$ cat config.mk
export PLATFORM = sky130hd
export DESIGN_NAME = bus_master
export DESIGN_NICKNAME = d
export VERILOG_FILES = /design/src/rtl/bus_master.sv
export SDC_FILE = /design/constraint.sdc
export NUM_CORES = 1
export LEC_CHECK = 0
export CELL_PAD_IN_SITES_DETAIL_PLACEMENT = 0
export CELL_PAD_IN_SITES_GLOBAL_PLACEMENT = 1
export CORE_ASPECT_RATIO = 1.1
export CORE_UTILIZATION = 25
export DETAILED_ROUTE_END_ITERATION = 6
export MAX_ROUTING_LAYER = met4
export PLACE_DENSITY = 0.75
export SYNTH_ARGS = -nofsm -noshare
export SYNTH_HDL_FRONTEND = slang
export SYNTH_SLANG_ARGS = --single-unit
$ cat constraint.sdc
create_clock -name clk -period 1.6 [get_ports clk]
set_input_delay 0.16 -clock clk [delete_from_list [all_inputs] [get_ports clk]]
set_output_delay 0.16 -clock clk [all_outputs]
set_load 0.02 [all_outputs]
$ cat src/rtl/bus_master.sv
// bus_master: host-side initiator at the head of the 16-bit core bus chain.
// Issues one bus strobe per request and collects the echo at the chain tail.
//
// Ports:
//   clk, rst_n        clock, asynchronous active-low reset
//   req_*             host request: valid/ready, addr, wdata, rw (1=write)
//   resp_*            host response: valid/ready, data, err
//   addr_o..valid_o   bus drive toward chain head (nonzero only in ISSUE)
//   addr_i..valid_i   bus return from chain tail
//   busy_o            a transaction is in flight
module bus_master #(
  parameter int TIMEOUT = 1024
) (
  input  logic        clk,
  input  logic        rst_n,
  input  logic        req_valid_i,
  output logic        req_ready_o,
  input  logic [15:0] req_addr_i,
  input  logic [15:0] req_data_i,
  input  logic        req_rw_i,
  output logic        resp_valid_o,
  input  logic        resp_ready_i,
  output logic [15:0] resp_data_o,
  output logic        resp_err_o,
  output logic [15:0] addr_o,
  output logic [15:0] data_o,
  output logic        rw_o,
  output logic        valid_o,
  input  logic [15:0] addr_i,
  input  logic [15:0] data_i,
  input  logic        rw_i,
  input  logic        valid_i,
  output logic        busy_o
);

  localparam int CW = (TIMEOUT > 1) ? $clog2(TIMEOUT) : 1;
  localparam logic [CW-1:0] LAST = CW'(TIMEOUT - 1);

  typedef enum logic [1:0] {
    S_IDLE,
    S_ISSUE,
    S_WAIT,
    S_RESP
  } state_t;

  state_t        r_state;
  state_t        w_next;
  logic          r_live;
  logic [15:0]   r_addr;
  logic [15:0]   r_data;
  logic          r_rw;
  logic [CW-1:0] r_cnt;
  logic [15:0]   r_rdata;
  logic          r_err;

  logic          w_accept;
  logic          w_cap;
  logic          w_tout;
  logic          w_last;
  logic          w_mis;

  assign w_last = (r_cnt == LAST);
  assign w_mis  = (addr_i != r_addr) | (rw_i != r_rw);

  always_ff @(posedge clk or negedge rst_n) begin
    if (!rst_n) begin
      r_state <= S_IDLE;
    end else begin
      r_state <= w_next;
    end
  end

  // r_live holds req_ready_o low until the first edge after reset release.
  always_ff @(posedge clk or negedge rst_n) begin
    if (!rst_n) begin
      r_live  <= 1'b0;
      r_addr  <= '0;
      r_data  <= '0;
      r_rw    <= 1'b0;
      r_cnt   <= '0;
      r_rdata <= '0;
      r_err   <= 1'b0;
    end else begin
      r_live <= 1'b1;
      if (w_accept) begin
        r_addr <= req_addr_i;
        r_data <= req_data_i;
        r_rw   <= req_rw_i;
      end
      if (r_state == S_WAIT && !valid_i && !w_last) begin
        r_cnt <= r_cnt + CW'(1);
      end else begin
        r_cnt <= '0;
      end
      if (w_cap) begin
        r_rdata <= data_i;
        r_err   <= w_mis;
      end else if (w_tout) begin
        r_rdata <= '0;
        r_err   <= 1'b1;
      end
    end
  end

  always_comb begin
    w_next       = r_state;
    w_accept     = 1'b0;
    w_cap        = 1'b0;
    w_tout       = 1'b0;
    req_ready_o  = 1'b0;
    resp_valid_o = 1'b0;
    resp_data_o  = '0;
    resp_err_o   = 1'b0;
    addr_o       = '0;
    data_o       = '0;
    rw_o         = 1'b0;
    valid_o      = 1'b0;
    busy_o       = 1'b1;
    unique case (r_state)
      S_IDLE: begin
        busy_o      = 1'b0;
        req_ready_o = r_live;
        if (req_valid_i && r_live) begin
          w_accept = 1'b1;
          w_next   = S_ISSUE;
        end
      end
      S_ISSUE: begin
        valid_o = 1'b1;
        addr_o  = r_addr;
        data_o  = r_data;
        rw_o    = r_rw;
        if (valid_i) begin
          w_cap  = 1'b1;
          w_next = S_RESP;
        end else begin
          w_next = S_WAIT;
        end
      end
      S_WAIT: begin
        // An echo on the timeout edge still counts as a real response.
        if (valid_i) begin
          w_cap  = 1'b1;
          w_next = S_RESP;
        end else if (w_last) begin
          w_tout = 1'b1;
          w_next = S_RESP;
        end
      end
      S_RESP: begin
        resp_valid_o = 1'b1;
        resp_data_o  = r_rdata;
        resp_err_o   = r_err;
        if (resp_ready_i) begin
          w_next = S_IDLE;
        end
      end
      default: begin
        w_next = S_IDLE;
      end
    endcase
  end

endmodule

==> results.tsv, run 1 <==
stage	metric	value	unit
run_status	outcome	complete, but fails checks	
run_status	violations	negative setup slack	
synth	synth-edff-count	0	
grt	antenna_found_initial	0	
critical_path	r2r_end	r_data[3]	
timing	fin_crit	1.62	ns
placed_design	dp_hpwl	5510	µm
grt	grt_first_pass_wirelength	13200	µm
power	total_power	9.59	mW
critical_path	cp.arrival	1.46	ns
finish	diodes	0	
timing	rsz0062_at_grt	true	
timing	drv_slew	0	
timing	fmax	0.617	GHz
synth	synth.net_count	328	
clocking	cts.sinks	63	
die	dieArea	12700	µm²
clocking	path_clk_slew	0.06	ns
timing	setup_viol	18	
route	routed_wirelength	8150	µm
synth	synth_top_area_share	51.6	%
die	rows	42	
route	initialDrtViolationCount	84	
critical_path	path_common_cell	buf_4	
placed_design	numPortBuffers	124	
route	drtPass1Iterations	6	
critical_path	path_class	reg2out	
synth	synth_common_cells	dfrtp_1, and2_1, mux2_2	
synth	synthTopCellsByArea	dfrtp_1, mux2_2, and2_1, xnor2_1, xor2_1	
critical_path	critPathMaxFanout	19	
grt	track_usage	14.0	%
critical_path	reg2reg_from	r_state[1]	
clocking	cts.htree.levels	3	
synth	avgSynthCellArea	12.2	µm²
clocking	numCtsBuffers	9	
die	core	12000	µm²
route	drc	0	
finish	layout-area-overhead-vs-synth	68.9	%
synth	yosysSeqAreaShare	51.6	%
finish	drive_gt1_share	44.3	%
job	cap_violations	0	
grt	grt_max_degree	64	
timing	period_share	101	%
placed_design	place.gp.congestion	0.723	
power	power-per-cell-area	1860	nW/µm²
grt	grt_overflow	0	
die	die_x	107	µm
synth	async_reset_ff_share	100	%
critical_path	startpoint_type	flop	
critical_path	endpoint_kind	primary output	
timing	hold_viol	0	
worst_hold_path	min_path_type	in2async	
synth	synth_area	3060	µm²
timing	fin_ws	-0.0213	ns
synth	synthMostInstantiatedCell	dfrtp_1	
synth	synth_cell_type_count	32	
die	start_util	25.5	%
finish	finalCoreUtilization	43.1	%
power	ir_drop	1.11	mV
synth	netlist.top_cell.by_area	dfrtp_1	
grt	grt_pass1_vias	2632	
critical_path	cp_cell_sequence	buf_4 -> ha_4 -> buf_12 -> and2_1 -> buf_4	
finish	design_area	5170	µm²
route	ant_nets	0	
clocking	cts_buffer_depth	2	
critical_path	ff2ff_setup_slack	0.01	ns
finish	nNetsFinal	478	
route	vias	2448	
clocking	root_buffer	clkbuf_16	
placed_design	dpl_cell_area	4640	µm²
critical_path	crit_slowest_cell	dfrtp_1	
route	wire_per_inst	14.5	µm
critical_path	max_stage_delay	0.38	ns
die	die_h	118	µm
critical_path	reg2reg_depth	7	
synth	ys_dominant_reg_cell	dfrtp_1	
synth	ys_seq_elements	63	
die	ios	125	
timing	clock_skew	0.00620	ns
route	viasPerCell	4.37	
synth	synthesis.instances	251	
clocking	cts_tree	done	
critical_path	worstPathRequired	1.44	ns
placed_design	pre_cts_ws	-0.166	ns
clocking	clock_latency	0.33	ns
synth	ys_warn_count	0	
power	p_leak	2.34	nW
cells by family (layout without fill, tap and decap cells):
logic type / count (synthesis) / after routing / synth area share, %
DFF: 63 / 63 / 51.6
AOI/OAI and AO/OA: 25 / 25 / 7.69
xor gates and xnor gates: 25 / 25 / 7.16
other: 1 / 1 / 0.123
adders and majority gates: 6 / 6 / 2.45
and+or+nand+nor: 83 / 83 / 16.2
buffers and inverters: 15 / 170 / 2.70
muxes: 33 / 33 / 12.2
area by class of cell:
cell class              count  area, µm²
flip-flops and latches     63       1580
clock buffers              10        239
inverters                   4       17.5
multi-input cells         173       1580
fillers                  1163       6820
clock inverters             6       43.8
repair buffers            150       1510
well taps                 154        193
registers in the layout, summed over array words and instances, names as in the netlist:
register  flops
r_err         1
r_data       16
r_live        1
r_rw          1
r_state       2
r_addr       16
r_rdata      16
r_cnt        10
per-layer routing:
metal	share of wire, %	vias to the layer above	global-route usage (%)
met4	1.4	0	4.45
met3	5.8	10	4.04
met2	48	90	21.9
met1	45	1184	17.4
li1	-	1164	-
met5	0	-	-
what timing repair did:
item                                   in CTS  in global routing
hold buffers                                1                  0
endpoints found under the hold margin      63                  0
setup endpoints to repair                  93                 97
setup buffers                               2                  3
pin swaps                                   3                  1
resized for setup                         244                 99
gates cloned                                3                  1
stage by stage:
step / hold WS (ns) / std cells / TNS (ns)
after global routing: 0.422 / 560 / -2.60
after detailed placement: 0.210 / 537 / -9.85
after global placement: 0.209 / 537 / -7.83
final: 0.391 / 560 / -0.132
after floorplan: -0.136 / 251 / 0
after CTS: 0.405 / 559 / -1.77
critical path, delay by kind of cell, from the launching register on:
kind | cells | cell delay [ns]
AND/OR/NAND/NOR | 1 | 0.14
adder cells (fa/ha/maj) | 1 | 0.16
flip-flops | 1 | 0.38
buffers and inverters | 3 | 0.45
power by group:
part	leakage [nW]	total [mW]	internal [mW]	switching, mW
clock network	0.139	1.84	1.10	0.746
registers	0.777	2.72	2.26	0.467
logic	1.42	5.02	2.89	2.14
total	2.34	9.59	6.24	3.35
layout by cell type, fill, tap and decap left out, types with 11 or more instances in the layout:
cell              n
clkdlybuf4s50_1  69
buf_4            19
mux2_2           23
and2_4           30
xnor2_1          14
and2_1           22
dfrtp_1          62
buf_6            32
buf_2            19
xor2_1           11
how the worst max path moves through the flow:
| stage | slack [ns] | startpoint | end |
|---|---|---|---|
| after floorplan | 0.008 | r_state[0] | r_err |
| after global placement | -0.15 | r_state[1] | data_o[2] |
| after detailed placement | -0.17 | r_state[1] | data_o[2] |
| after CTS | -0.07 | r_state[1] | r_data[6] |
| after global routing | -0.07 | r_state[1] | resp_data_o[10] |
| final | -0.02 | r_state[1] | resp_data_o[10] |
No activity file was read; power rests on OpenSTA's default activity.
==> inputs of run 2 (changes only) <==
CTS_CLUSTER_SIZE = 16   (was unset)
==> results of run 2 <==
Same layout as run 1: the final DEF is identical, and so are final timing and power.
